--- src/rtl/uart_rx_ctrl_pkg.sv ---
// Shared UART receive configuration: state encoding and legal prescale values.
// Build option UART_RX_MAJORITY_VOTE_EN (when defined) selects 3-sample majority voting in uart_rx_sampler.
package uart_rx_ctrl_pkg;

  typedef enum logic [2:0] {
    IDLE   = 3'd0,
    START  = 3'd1,
    DATA   = 3'd2,
    PARITY = 3'd3,
    STOP   = 3'd4
  } rx_state_t;

  localparam int unsigned PRESC_8       = 8;
  localparam int unsigned PRESC_16      = 16;
  localparam int unsigned PRESC_32      = 32;
  localparam int unsigned PRESC_DEFAULT = PRESC_8;

  function automatic logic prescale_legal(input int unsigned p);
    return (p == PRESC_8) || (p == PRESC_16) || (p == PRESC_32);
  endfunction

endpackage

--- src/rtl/uart_rx_ctrl_sampler.sv ---
// Bit sampler for the UART receiver: decides each bit at edge P/2+1 and holds it until the next decision.
// UART_RX_MAJORITY_VOTE_EN defined: majority of edges P/2-1, P/2, P/2+1; otherwise the single edge P/2.
module uart_rx_sampler
  import uart_rx_ctrl_pkg::*;
#(
  parameter int PRESC_W = 6
) (
  input  logic               CLK,
  input  logic               RST,
  input  logic [PRESC_W-1:0] edge_cnt,
  input  logic [PRESC_W-1:0] presc,
  input  logic               RX_IN,
  output logic               sampled_bit,
  output logic               decide
);

  logic [PRESC_W-1:0] half;
  logic               mid_q;
  logic               held_q;
  logic               bit_now;

  assign half   = presc >> 1;
  assign decide = (edge_cnt == half + PRESC_W'(1));

`ifdef UART_RX_MAJORITY_VOTE_EN
  logic early_q;

  always_ff @(posedge CLK or negedge RST) begin
    if (!RST) begin
      early_q <= 1'b1;
      mid_q   <= 1'b1;
    end else begin
      if (edge_cnt == half - PRESC_W'(1)) early_q <= RX_IN;
      if (edge_cnt == half)               mid_q   <= RX_IN;
    end
  end

  // Third vote is the live line value at the decision edge itself.
  assign bit_now = (early_q & mid_q) | (early_q & RX_IN) | (mid_q & RX_IN);
`else
  always_ff @(posedge CLK or negedge RST) begin
    if (!RST) begin
      mid_q <= 1'b1;
    end else if (edge_cnt == half) begin
      mid_q <= RX_IN;
    end
  end

  assign bit_now = mid_q;
`endif

  always_ff @(posedge CLK or negedge RST) begin
    if (!RST) begin
      held_q <= 1'b1;
    end else if (decide) begin
      held_q <= bit_now;
    end
  end

  assign sampled_bit = decide ? bit_now : held_q;

endmodule

--- src/rtl/uart_rx_ctrl.sv ---
// UART receive controller: start detect, LSB-first shift-in, optional parity and stop check.
// Sampling mode follows UART_RX_MAJORITY_VOTE_EN (see uart_rx_sampler).
module uart_rx_ctrl
  import uart_rx_ctrl_pkg::*;
#(
  parameter int DATA_WIDTH = 8,
  parameter int PRESC_W    = 6
) (
  input  logic                  CLK,
  input  logic                  RST,
  input  logic                  RX_IN,
  input  logic [PRESC_W-1:0]    Prescale,
  input  logic                  PAR_EN,
  input  logic                  PAR_TYP,
  output logic [DATA_WIDTH-1:0] P_DATA,
  output logic                  data_valid,
  output logic                  par_err,
  output logic                  stp_err,
  output logic                  busy
);

  localparam int BIT_W = $clog2(DATA_WIDTH + 1);

  rx_state_t             state_q, state_d;
  logic [PRESC_W-1:0]    edge_q, edge_d;
  logic [PRESC_W-1:0]    presc_q, presc_d;
  logic [BIT_W-1:0]      bit_q, bit_d;
  logic [DATA_WIDTH-1:0] shift_q, shift_d;
  logic [DATA_WIDTH-1:0] data_q, data_d;
  logic                  par_flag_q, par_flag_d;
  logic                  valid_q, valid_d;
  logic                  perr_q, perr_d;
  logic                  serr_q, serr_d;
  logic                  sampled_bit;
  logic                  decide;
  logic                  wrap;

  uart_rx_sampler #(.PRESC_W(PRESC_W)) u_sampler (
    .CLK         (CLK),
    .RST         (RST),
    .edge_cnt    (edge_q),
    .presc       (presc_q),
    .RX_IN       (RX_IN),
    .sampled_bit (sampled_bit),
    .decide      (decide)
  );

  assign wrap = (edge_q == presc_q - PRESC_W'(1));

  always_ff @(posedge CLK or negedge RST) begin
    if (!RST) begin
      state_q    <= IDLE;
      edge_q     <= '0;
      presc_q    <= PRESC_W'(PRESC_DEFAULT);
      bit_q      <= '0;
      shift_q    <= '0;
      data_q     <= '0;
      par_flag_q <= 1'b0;
      valid_q    <= 1'b0;
      perr_q     <= 1'b0;
      serr_q     <= 1'b0;
    end else begin
      state_q    <= state_d;
      edge_q     <= edge_d;
      presc_q    <= presc_d;
      bit_q      <= bit_d;
      shift_q    <= shift_d;
      data_q     <= data_d;
      par_flag_q <= par_flag_d;
      valid_q    <= valid_d;
      perr_q     <= perr_d;
      serr_q     <= serr_d;
    end
  end

  always_comb begin
    state_d    = state_q;
    edge_d     = edge_q;
    presc_d    = presc_q;
    bit_d      = bit_q;
    shift_d    = shift_q;
    data_d     = data_q;
    par_flag_d = par_flag_q;
    valid_d    = 1'b0;
    perr_d     = 1'b0;
    serr_d     = 1'b0;

    if (state_q != IDLE) begin
      edge_d = wrap ? '0 : edge_q + PRESC_W'(1);
    end

    case (state_q)
      IDLE: begin
        // Prescale is captured only here, so it may change freely mid-frame.
        if (!RX_IN) begin
          state_d    = START;
          edge_d     = '0;
          bit_d      = '0;
          par_flag_d = 1'b0;
          presc_d    = prescale_legal(32'(Prescale)) ? Prescale : PRESC_W'(PRESC_DEFAULT);
        end
      end
      START: begin
        if (wrap) state_d = sampled_bit ? IDLE : DATA;
      end
      DATA: begin
        if (decide) shift_d = {sampled_bit, shift_q[DATA_WIDTH-1:1]};
        if (wrap) begin
          bit_d = bit_q + BIT_W'(1);
          if (bit_q == BIT_W'(DATA_WIDTH - 1)) state_d = PAR_EN ? PARITY : STOP;
        end
      end
      PARITY: begin
        if (wrap) begin
          if (sampled_bit != (^shift_q ^ PAR_TYP)) par_flag_d = 1'b1;
          state_d = STOP;
        end
      end
      STOP: begin
        // A bad stop bit outranks a parity error; only a clean frame updates P_DATA.
        if (wrap) begin
          state_d = IDLE;
          if (!sampled_bit) begin
            serr_d = 1'b1;
          end else if (par_flag_q) begin
            perr_d = 1'b1;
          end else begin
            data_d  = shift_q;
            valid_d = 1'b1;
          end
        end
      end
      default: state_d = IDLE;
    endcase
  end

  assign P_DATA     = data_q;
  assign data_valid = valid_q;
  assign par_err    = perr_q;
  assign stp_err    = serr_q;
  assign busy       = (state_q != IDLE);

endmodule
--- config.mk ---
export PLATFORM = sky130hd
export DESIGN_NAME = uart_rx_ctrl
export DESIGN_NICKNAME = d
export VERILOG_FILES = /design/src/rtl/uart_rx_ctrl_pkg.sv /design/src/rtl/uart_rx_ctrl_sampler.sv /design/src/rtl/uart_rx_ctrl.sv
export SDC_FILE = /design/constraint.sdc
export NUM_CORES = 1
export LEC_CHECK = 0
export BUFFER_PORTS_ARGS = -buffer_cell sky130_fd_sc_hd__buf_2
export CAP_MARGIN = 40
export CORE_UTILIZATION = 63
export DETAILED_ROUTE_END_ITERATION = 7
export PLACE_DENSITY = 0.84
export SKIP_CTS_REPAIR_TIMING = 1
export SYNTH_ARGS = -nofsm -noshare
export SYNTH_HDL_FRONTEND = slang
export SYNTH_SLANG_ARGS = --single-unit
--- constraint.sdc ---
create_clock -name CLK -period 4.29 [get_ports CLK]
set_input_delay 0 -clock CLK [delete_from_list [all_inputs] [get_ports CLK]]
set_output_delay 0 -clock CLK [all_outputs]
set_load 0.01 [all_outputs]
== Word-level counts from Yosys, hierarchy flattened ==
Cells that the tools add are included.

* Flip-flop bits (word level): 41
* Bits in latches: 0
* Bits in writable memories: 0
* ROM bits: 0
* Bits of input ports: 11
* Output and inout port bits: 12
* Logic and storage cells: 84
* Memories kept: 0

* $add $sub $neg: 4
* $mul: 0
* Div/mod/pow operators: 0
* $lt $le $gt $ge: 0
* Equality and inequality tests: 19
* Shift-type cells: 0
* Mux-type cells: 33
* Bitwise logic cells: 3
* Reductions and logical operators: 13

{| class="wikitable"
|+ Operators by type and width
! cell !! number
|-
| 2-to-1 mux 6 bit || 5
|-
| 2-to-1 mux 3 bit || 7
|-
| 2-to-1 mux 1 bit || 15
|-
| case mux 3 bit (5 select lines) || 1
|-
| != test 2 bit (second input constant) || 7
|-
| equality test 6 bit || 2
|-
| 2-to-1 mux 4 bit || 2
|-
| case mux 4 bit (2 select lines) || 1
|-
| AND reduction 4 bit || 2
|-
| XOR reduction 8 bit || 1
|-
| adder 5 x 1 -> 6 bit (second input constant) || 1
|-
| adder 6 x 1 -> 6 bit (second input constant) || 1
|-
| equality test 3 x 2 -> 1 bit (second input constant) || 2
|-
| equality test 6 x 4 -> 1 bit (second input constant) || 1
|-
| equality test 6 x 5 -> 1 bit || 1
|-
| equality test 6 x 5 -> 1 bit (second input constant) || 1
|-
| equality test 6 bit (second input constant) || 1
|-
| AND reduction 6 bit || 1
|-
| subtractor 6 x 1 -> 6 bit (second input constant) || 1
|-
| adder 4 x 1 -> 4 bit (second input constant) || 1
|-
| equality test 4 x 3 -> 1 bit (second input constant) || 1
|-
| AND reduction 2 bit || 2
|-
| nonzero test 2 bit || 2
|-
| equality test 3 x 1 -> 1 bit (second input constant) || 1
|-
| other kinds (10) || 12
|}

== Depth between registers and ports, before layout ==
Gate-level depths: netlist of the first run.

* Depth in word-level cells: 7
* Mapped depth: 11
* Depth with buffers taken out: 9

== Cells and area by module ==
From an unflattened synthesis of the first run, not the netlist that was laid out.

* Cells, all modules: 224
* Area, all modules: 2298.5 µm²

{| class="wikitable"
|+ By module, submodules not included
! module !! instances !! cells an instance !! area each (µm²) !! seq. area each (µm²)
|-
| uart_rx_ctrl || 1 || 196 || 2021.9 || 977.2
|-
| uart_rx_sampler || 1 || 28 || 276.5 || 52.6
|}

== Worst setup path after synthesis of the first run ==
No wires, ideal clock.

* Path kind: register to register
* Start point: register presc_q[2]
* End point: register data_q[0], in the netlist P_DATA[0]
* Setup time: 125 ps
* Data arrival time: 2350 ps
* Required time: 4165 ps
* Slack: 1815 ps
* Cell stages (with the launch flop): 11
* Buffers on the path: 1
* Clock period less this slack: 2475 ps
* Path through: dfrtp_1 -> clkbuf_1 -> inv_1 -> ha_1 -> nor4b_1 -> xnor2_1 -> nand3_1 -> nor2_2 -> nand3_1 -> nor3b_4 -> mux2_2

* Cells in the longest elaborated chain, start to end: 4
* Elaborated cells between the ends (all ways): 6
* Classes of those cells: add/sub: 2; eq/ne: 2; mux: 1; reduce/logical: 1

{| class="wikitable"
|+ Ends and longest elaborated chain
! element !! RTL line !! text
|-
| from (decl) || uart_rx_ctrl.sv:26 || <nowiki>logic [PRESC_W-1:0] presc_q, presc_d;</nowiki>
|-
| from (signal assigned) || uart_rx_ctrl.sv:54 || <nowiki>presc_q <= PRESC_W'(PRESC_DEFAULT);</nowiki>
|-
| from (signal assigned) || uart_rx_ctrl.sv:65 || <nowiki>presc_q <= presc_d;</nowiki>
|-
| adder 5 x 1 -> 6 bit || uart_rx_ctrl_sampler.sv:23 || <nowiki>assign decide = (edge_cnt == half + PRESC_W'(1));</nowiki>
|-
| equality test 6 bit || uart_rx_ctrl_sampler.sv:23 ||
|-
| 2-to-1 mux 1 bit || uart_rx_ctrl_sampler.sv:60 || <nowiki>assign sampled_bit = decide ? bit_now : held_q;</nowiki>
|-
| AND reduction 4 bit (no source line) * || -- ||
|-
| to (signal assigned) || uart_rx_ctrl.sv:68 || <nowiki>data_q <= data_d;</nowiki>
|-
| to (decl) || uart_rx_ctrl.sv:29 || <nowiki>logic [DATA_WIDTH-1:0] data_q, data_d;</nowiki>
|}

Every way passes the cells marked *; elsewhere a longest branch is shown, timed or not.
A chain may end at the register's enable or synchronous reset.

== Worst setup path after layout of the first run ==
* Start point: register presc_q[1]
* End point: register data_q[3], in the netlist P_DATA[3]

The elaborated chain is that of the path after synthesis.

==> results of run 1 <==
cell usage in the layout, fill, tap and decap left out, drive strengths merged, types with 8 or more instances in the layout:
cell	synthesis	layout
dlygate4sd3	0	8
nand3	8	8
o21ai	14	14
dfrtp	38	38
mux2	18	18
nand2	21	21
xor2	11	11
nor3	11	11
nor2	19	19
inv	10	10
xnor2	14	14
buf	3	23
state kept, by name, summed over array words and instances, names as in the netlist, 3 cells and up:
name / cells
P_DATA: 8
presc_q: 6
bit_q: 4
shift_q: 8
state_q: 3
edge_q: 6
cell type report:
type	count	share of cell area
multi-input cells	161	0.445
flip-flops and latches	41	0.405
repair buffers	31	0.0856
clock buffers	7	0.0256
well taps	46	0.0226
inverters	10	0.0148
clock inverters	1	0.00197
worst max-delay path, cell delays in order (launching register included):
cell	delay, ns
dfrtp_1	0.46
inv_1	0.11
ha_1	0.32
xnor2_1	0.13
a211oi_1	0.23
nand3_1	0.14
nor2_2	0.47
nand3_1	0.29
nor3b_4	0.45
mux2_2	0.39
metal layers:
metal  vias to the layer above  track usage  part of all wire
li1                        826            -                 -
met2                        55        0.412              0.49
met4                         0        0.121             0.020
met5                         -            0                 0
met1                       837        0.360              0.44
met3                        10       0.0580             0.048
how the worst max path moves through the flow:
stage          slack [ns]                   start  cells after the start               endpoint
2_1_floorplan        1.82  presc_q[2]$_DFFE_PN0P_                     10  P_DATA[0]$_DFFE_PN0P_
3_3_place_gp         1.36  presc_q[2]$_DFFE_PN0P_                      9  P_DATA[3]$_DFFE_PN0P_
3_5_place_dp         1.22  presc_q[1]$_DFFE_PN0P_                      9  P_DATA[3]$_DFFE_PN0P_
4_1_cts              1.17  presc_q[1]$_DFFE_PN0P_                      9  P_DATA[3]$_DFFE_PN0P_
5_1_grt              0.93  presc_q[1]$_DFFE_PN0P_                      9  P_DATA[3]$_DFFE_PN0P_
6_report             1.18  presc_q[1]$_DFFE_PN0P_                      9  P_DATA[3]$_DFFE_PN0P_
synth_stat cells, types with 2 or more instances:
library cell  instances  area, um^2
a211oi_1              2        15.0
clkbuf_1              5        18.8
inv_1                10        37.5
ha_1                  5        62.6
nor3b_1               3        22.5
clkbuf_2              3        15.0
or4_1                 2        15.0
nand2b_1              2        12.5
nor2b_1               3        18.8
dfrtp_1              38         951
o21ai_0              14        70.1
a22o_1                3        26.3
xor2_1               10        87.6
mux2i_1               4        40.0
a21oi_1               3        15.0
a21o_1                2        15.0
nor3_1               11        55.1
xnor2_1              14         123
dfstp_2               3        78.8
nand4_1               2        12.5
nand3_1               8        40.0
nor2_1               18        67.6
nand2_1              21        78.8
o31ai_1               4        30.0
buf_2                 2        10.0
mux2_2               17         191
report_power, final:
group / leakage, nW / total, mW / internal (mW) / switching, mW
Sequential: 0.535 / 0.609 / 0.473 / 0.135
Clock: 0.0413 / 0.222 / 0.0951 / 0.127
Combinational: 0.647 / 0.518 / 0.254 / 0.264
cell families after synthesis:
| family | Yosys count | share of synthesized area |
|---|---|---|
| AND/OR/NAND/NOR | 76 | 0.170 |
| flip-flops | 41 | 0.458 |
| AO/OA/AOI/OAI | 33 | 0.0951 |
| XOR/XNOR | 25 | 0.101 |
| multiplexers | 22 | 0.110 |
| buffers and inverters | 21 | 0.0395 |
| adder cells (fa/ha/maj) | 5 | 0.0278 |
==> reports/metrics.cfg, run 1 <==
[yosys]
syn_avg_cell_area_um2=10.1
yosysWarnings=0
synth_ff_type=dfrtp_1
syn_inst=223
seq_area_frac_synth=0.458
synth_nets=239
postSynth.asyncResetShare=1.00
synth_edf_count=0
synth_seq_cells=41
synth_area_mm2=0.00225
synth_cell_types=40

[final_layout]
fin_cells=297
diodes=0
utilization=0.750
design_area_mm2=0.00254
drive_gt1_frac=0.219
fillers=239
multi_input_area_mm2=0.00113
seqCellArea_mm2=0.00103
nNetsFinal=266
area_growth_pct=13.1

[clocking]
clk_pin_slew_ns=0.13
htree_levels=2
cts-buffers-inserted=5
clock_latency_ns=0.36
tritoncts=done
cts_buffer_depth=2
root_buffer=clkbuf_4
clock-sinks=41

[sta]
tns_ns=0
finalCriticalPeriod_ns=3.11
fmax_mhz=321
fin_skew_ns=0.0157
worst_slew_pin_slew_ns=0.632
maxSlewHeadroom=0.576
hold_violations=0
timing.final.crit_share=0.725
setup_ws_ns=1.18
fin_hold_ws_ns=0.0882
setup_viol=0
maxSlewViolCount=0
rsz0062_at_grt=no

[critical_path]
rr_startpoint=presc_q[1]$_DFFE_PN0P_
worst-setup-path-type=register to register
r2r_cells=9
cp-start-kind=register
arrival_ns=3.36
critPathMaxFanout=14
cp-end-kind=register
rrSetupSlack_ns=1.18
required_ns=4.54
r2r_end=P_DATA[3]$_DFFE_PN0P_

[detailed_routing]
viasPerCell=5.82
drc=0
vias=1728
drt-total-wl_mm=4.38
antenna_left=0
first_iter_violations=165
drtPass1Iterations=5
routedWlPerCell_um=14.7

[status]
outcome=completed

[grt]
antenna_found_initial=0
grt_max_degree=23
grt_util_all_layers=0.265
grt_pass1_vias=1612
grt-ovfl-total=0
grt_pass1_wl_mm=7.26

[place]
io_buffers=22
postPlaceCellArea_mm2=0.00239
place.gp.congestion=0.835
dp_cells=281
dp_hpwl_mm=3.18
preCtsSetupSlack_ns=1.22

[pwr]
vdd_ir_drop_max_v=0.000310
power.leakage_nw=1.22
fin_total_pwr_mw=1.35
p_per_area_mw_per_mm2=530

[min_path]
hold-path-endpoint=presc_q[3]$_DFFE_PN1P_
holdPathStages=4
min_path_type=primary input to register
min-delay-start=Prescale[2]

[flow_run]
cap_viol_max_count=0

[die]
die_w_um=61.8
io_pins=23
start_util=0.664
coreArea_mm2=0.00339
rows=21
fp.dieH_um=61.8
die-area_mm2=0.00381

Note: power is estimated with default switching activity, not from simulation.
==> run 2, diff against run 1 <==
--- a/config.mk
+++ b/config.mk
@@ -5,11 +5,12 @@
 export SDC_FILE = /design/constraint.sdc
 export NUM_CORES = 1
 export LEC_CHECK = 0
+export ABC_AREA = 1
 export BUFFER_PORTS_ARGS = -buffer_cell sky130_fd_sc_hd__buf_2
 export CAP_MARGIN = 40
-export CORE_UTILIZATION = 63
+export CORE_UTILIZATION = 53
 export DETAILED_ROUTE_END_ITERATION = 7
-export PLACE_DENSITY = 0.84
+export PLACE_DENSITY = 0.75
 export SKIP_CTS_REPAIR_TIMING = 1
 export SYNTH_ARGS = -nofsm -noshare
 export SYNTH_HDL_FRONTEND = slang
==> constraint.sdc (replaced) <==
create_clock -name CLK -period 2.55 [get_ports CLK]
set_input_delay 0 -clock CLK [delete_from_list [all_inputs] [get_ports CLK]]
set_output_delay 0 -clock CLK [all_outputs]
set_load 0.01 [all_outputs]
==> run 2 against run 1 <==
The flow now finishes with violations (hold timing). Final cell count increased by 40%. First-iteration DRC count fell by 4.8%. Via count grew 24%. Power grew 51%. Non-clock buffer count down 4. Critical path type unchanged. Critical endpoint is now P_DATA[4]$_DFFE_PN0P_. Largest power group unchanged. Highest routed layer unchanged.
==> reports/metrics.cfg, run 2 <==
[status]
outcome=complete, but fails checks
violations=hold timing

[grt]
antenna_found_initial=0
grt_max_degree=32
grt-ovfl-total=0
grt_pass1_vias=2080
grt_util_all_layers=0.224
grt_pass1_wl_mm=8.87

[critical_path]
required_ns=2.73
cp-start-kind=register
path_cells=inv_2 > ha_1 > inv_1 > nor2_1 > nand3_1 > xnor2_1 > nand3_4 > nor2_4 > nand3_4 > nand2_1 > o21ai_2
worst-setup-path-type=register to register
cpMostUsedCell=nand3_4
cpPeakStageDelay_ns=0.46
worst_path_max_delay_cell=dfrtp_1
crit_buf_inv=2
cp-end-kind=register
arrival_ns=2.34
critPathMaxFanout=17
cpLargestDelayFamily=simple AND/OR/NAND/NOR gates

[clocking]
clk_pin_slew_ns=0.08
clock_latency_ns=0.29
cts_buffer_depth=2
root_buffer=clkbuf_8
htree_levels=2
clock-sinks=41
tritoncts=done
cts-buffers-inserted=5

[detailed_routing]
antenna_left=0
drt-total-wl_mm=4.96
drc=0
routedWlPerCell_um=11.9
vias=2146
viasPerCell=5.17
drtPass1Iterations=5
first_iter_violations=157

[yosys]
synth_area_leaders=dfrtp_1 39%, nand2_1 15%, inv_1 8.7%, nand3_1 6.5%, o21ai_0 4.3%
synth_area_mm2=0.00245
synth_nets=346
postSynth.asyncResetShare=1.00
synth_ff_type=dfrtp_1
seq_area_frac_synth=0.421
synth_cell_types=31
synthTopCellsByCount=97 x nand2_1, 57 x inv_1, 38 x dfrtp_1
yosysWarnings=0
synth_edf_count=0
syn_avg_cell_area_um2=7.42
synthDominantCellAreaShare=0.389
synth_top_area_cell=dfrtp_1
syn_inst=330
yosys.cell_count.top_type=nand2_1
synth_seq_cells=41

[sta]
worst_slew_pin_slew_ns=0.508
hold_violations=1
timing.final.crit_share=0.848
setup_ws_ns=0.388
setup_viol=0
fin_hold_ws_ns=-0.0109
maxSlewHeadroom=0.661
finalCriticalPeriod_ns=2.16
maxSlewViolCount=0
fin_skew_ns=0.00576
fmax_mhz=463
tns_ns=0
rsz0062_at_grt=no

[min_path]
min_path_type=primary input to register

[flow_run]
cap_viol_max_count=0

[final_layout]
nNetsFinal=378
final_common_cell=nand2_1
diodes=0
fin_cells=415
layout.cells.most_common_list=97 x nand2_1, 57 x inv_1, 38 x dfrtp_1, 32 x nand3_1, 22 x buf_2
drive_gt1_frac=0.171
area_growth_pct=12.5

[pwr]
power.leakage_nw=1.46
p_per_area_mw_per_mm2=740
vdd_ir_drop_max_v=0.000457

[place]
dp_hpwl_mm=3.75
preCtsSetupSlack_ns=0.398
place.gp.congestion=0.879
dp_cells=405
io_buffers=22

[die]
die-area_mm2=0.00489
fp.dieH_um=70.0
rows=24
coreArea_mm2=0.00438
start_util=0.558
die_w_um=70.0
io_pins=23

## run 2: power breakdown
group | internal [mW] | leakage, nW | total, mW | switching [mW]
logic | 0.262 | 0.857 | 0.738 | 0.476
registers | 0.749 | 0.552 | 0.849 | 0.100
clock network | 0.220 | 0.0512 | 0.450 | 0.231
## run 2: metal layers
metal,global-route usage,share of wire,up-vias
met4,0.0844,0.012,0
met2,0.350,0.45,52
li1,-,-,1102
met5,0,0,-
met3,0.0346,0.038,9
met1,0.314,0.50,983
## run 2: kinds of logic (layout without fill, tap and decap cells)
logic type               after synthesis  in the layout  share of synthesized area
XOR/XNOR                               9              9                     0.0322
AND/OR/NAND/NOR                      169            169                      0.314
flip-flops                            41             41                      0.421
buffers and inverters                 64             97                      0.103
adder cells (fa/ha/maj)                5              5                     0.0256
AO/OA/AOI/OAI                         42             42                      0.104
## run 2: cell type report
type                       count  area [um^2]
fill                         398         1630
tap                           52         65.1
inverter                      62          233
sequential                    41         1030
multi-input combinational    225         1160
clock buffer                   6         82.6
timing repair buffer          27          165
clock inverter                 2         13.8
## run 2: final timing paths
| kind | from | end | slack, ns | cells after the start |
|---|---|---|---|---|
| max in group asynchronous | RST | u_sampler.held_q$_DFF_PN1_ | 1.90 | 3 |
| max reg2reg | presc_q[2]$_DFFE_PN0P_ | P_DATA[4]$_DFFE_PN0P_ | 0.39 | 11 |
| min in group asynchronous | RST | presc_q[0]$_DFFE_PN0P_ | 0.12 | 2 |
| min | RX_IN | u_sampler.bit_now$_DFFE_PN1N_ | -0.01 | 3 |
| max | presc_q[2]$_DFFE_PN0P_ | P_DATA[4]$_DFFE_PN0P_ | 0.39 | 11 |
| min reg2reg | par_flag_q$_DFFE_PN0P_ | par_flag_q$_DFFE_PN0P_ | 0.48 | 2 |
## run 2: worst min-delay path, stage by stage
cell and delay (ns):
buf_2 0.11, inv_1 0.06, o21ai_0 0.09
## run 2: through the flow
stage	utilization	total power, mW	instance area (um^2)
6_report	0.628	2.04	2750
4_1_cts	0.624	2.04	2730
2_1_floorplan	-	1.39	2450
3_5_place_dp	0.602	1.59	2640
3_3_place_gp	0.597	1.57	2620
5_1_grt	0.628	2.20	2750
==> run 3, diff against run 2 <==
--- a/config.mk
+++ b/config.mk
@@ -8,9 +8,9 @@
 export ABC_AREA = 1
 export BUFFER_PORTS_ARGS = -buffer_cell sky130_fd_sc_hd__buf_2
 export CAP_MARGIN = 40
-export CORE_UTILIZATION = 53
+export CORE_UTILIZATION = 59
 export DETAILED_ROUTE_END_ITERATION = 7
-export PLACE_DENSITY = 0.75
+export PLACE_DENSITY = 0.79
 export SKIP_CTS_REPAIR_TIMING = 1
 export SYNTH_ARGS = -nofsm -noshare
 export SYNTH_HDL_FRONTEND = slang
==> constraint.sdc (replaced) <==
create_clock -name CLK -period 2.1 [get_ports CLK]
set_input_delay 0 -clock CLK [delete_from_list [all_inputs] [get_ports CLK]]
set_output_delay 0 -clock CLK [all_outputs]
set_load 0.01 [all_outputs]
==> run 3 against run 2 <==
The run now ends clean. Global-route usage grew 2.8 points. Sequential share of layout area shrank 2.2 points. Worst setup slack lost 0.34 ns. Critical path depth shrank 1. Power grew 29%. Die area shrank 9.9%. Highest routed layer unchanged.
==> reports/metrics.cfg, run 3 (synthesis results as in run 2) <==
[critical_path]
worst-setup-path-type=register to register
arrival_ns=2.27
cpPeakStageDelay_ns=0.40
worst_path_max_delay_cell=dfrtp_1
required_ns=2.31
cp-start-kind=register
critPathMaxFanout=8
cp-end-kind=register
path_cells=inv_2 > ha_4 > inv_2 > nor2_4 > nand3_2 > xnor2_2 > nand3_4 > nor2_4 > nand3_4 > o21ai_2

[clocking]
tritoncts=done
cts-buffers-inserted=5
clock_latency_ns=0.29
htree_levels=2
cts_buffer_depth=2
root_buffer=clkbuf_8
clk_pin_slew_ns=0.08
clock-sinks=41

[detailed_routing]
drc=0
routedWlPerCell_um=13.2
drtPass1Iterations=5
antenna_left=0
viasPerCell=5.40
first_iter_violations=226
drt-total-wl_mm=5.58
vias=2283

[final_layout]
drive_gt1_frac=0.212
nNetsFinal=389
final_common_cell=nand2_1
diodes=0
area_growth_pct=19.6
layout.cells.most_common_list=97 x nand2_1, 55 x inv_1, 38 x dfrtp_1, 31 x nand3_1, 22 x buf_2
multi_input_area_mm2=0.00126
fillers=301
seqCellArea_mm2=0.00103

[min_path]
min_path_type=primary input to register

[sta]
maxSlewViolCount=0
fin_hold_ws_ns=0.00219
setup_viol=0
finalCriticalPeriod_ns=2.06
rsz0062_at_grt=yes
worst_slew_pin_slew_ns=0.364
timing.final.crit_share=0.979
hold_violations=0
maxSlewHeadroom=0.755
fin_skew_ns=0.00944
fmax_mhz=486
tns_ns=0

[pwr]
vdd_ir_drop_max_v=0.000544
power.leakage_nw=1.52
fin_total_pwr_mw=2.63
p_per_area_mw_per_mm2=898

[place]
dp_hpwl_mm=3.84
io_buffers=22
place.gp.congestion=0.913

[grt]
grt_pass1_wl_mm=8.35
antenna_found_initial=0
grt_max_degree=32
grt_util_all_layers=0.252
grt_pass1_vias=1939
grt-ovfl-total=0

[status]
outcome=completed

[flow_run]
cap_viol_max_count=0

[die]
start_util=0.612
io_pins=23
die_w_um=66.4
coreArea_mm2=0.00400
rows=23
fp.dieH_um=66.4
die-area_mm2=0.00441

## run 3: layout make-up
cell class | count | area share
multi-input combinational | 227 | 0.432
sequential | 41 | 0.352
timing repair buffer | 36 | 0.0803
inverter | 62 | 0.0795
clock buffer | 5 | 0.0235
tap | 50 | 0.0214
clock inverter | 2 | 0.0120
## run 3: final timing paths
check	startpoint	endpoint	slack, ns	depth (start not counted)
min in group asynchronous	RST	presc_q[0]$_DFFE_PN0P_	0.13	2
worst max register to register	presc_q[1]$_DFFE_PN0P_	P_DATA[6]$_DFFE_PN0P_	0.04	10
worst min-delay path	Prescale[3]	presc_q[3]$_DFFE_PN1P_	0.002	3
worst min register to register	P_DATA[3]$_DFFE_PN0P_	P_DATA[3]$_DFFE_PN0P_	0.49	2
max in group asynchronous	RST	u_sampler.held_q$_DFF_PN1_	1.44	3
worst max-delay path	presc_q[1]$_DFFE_PN0P_	P_DATA[6]$_DFFE_PN0P_	0.04	10
## run 3: where the power goes
group | internal [mW] | switching [mW]
clock network | 0.346 | 0.266
logic | 0.345 | 0.638
registers | 0.909 | 0.126
total | 1.60 | 1.03
## run 3: through the flow
stage               instance area [um^2]  instances  setup WS (ns)   util
global placement                    2640        405          0.116  0.659
global route                        2930        423       -0.00767  0.732
CTS                                 2760        413        -0.0872  0.690
floorplan                           2450        330          0.149      -
finish                              2930        423         0.0442  0.732
detailed placement                  2660        406        -0.0554  0.664
## run 3: worst max-delay path, delay by kind of cell (launching register included)
| family | cells | cell delay, ns |
|---|---|---|
| AOI/OAI and AO/OA | 1 | 0.18 |
| xor gates and xnor gates | 1 | 0.25 |
| adders and majority gates | 1 | 0.13 |
| buffers and inverters | 2 | 0.14 |
| DFF | 1 | 0.40 |
| and+or+nand+nor | 5 | 0.88 |
## run 3: layer usage
layer,track usage,wire length [um],vias up
met3,0.0483,359,13
met4,0.0824,91,0
met5,0,0,-
li1,-,-,1132
met1,0.330,2490,1049
met2,0.417,2630,89
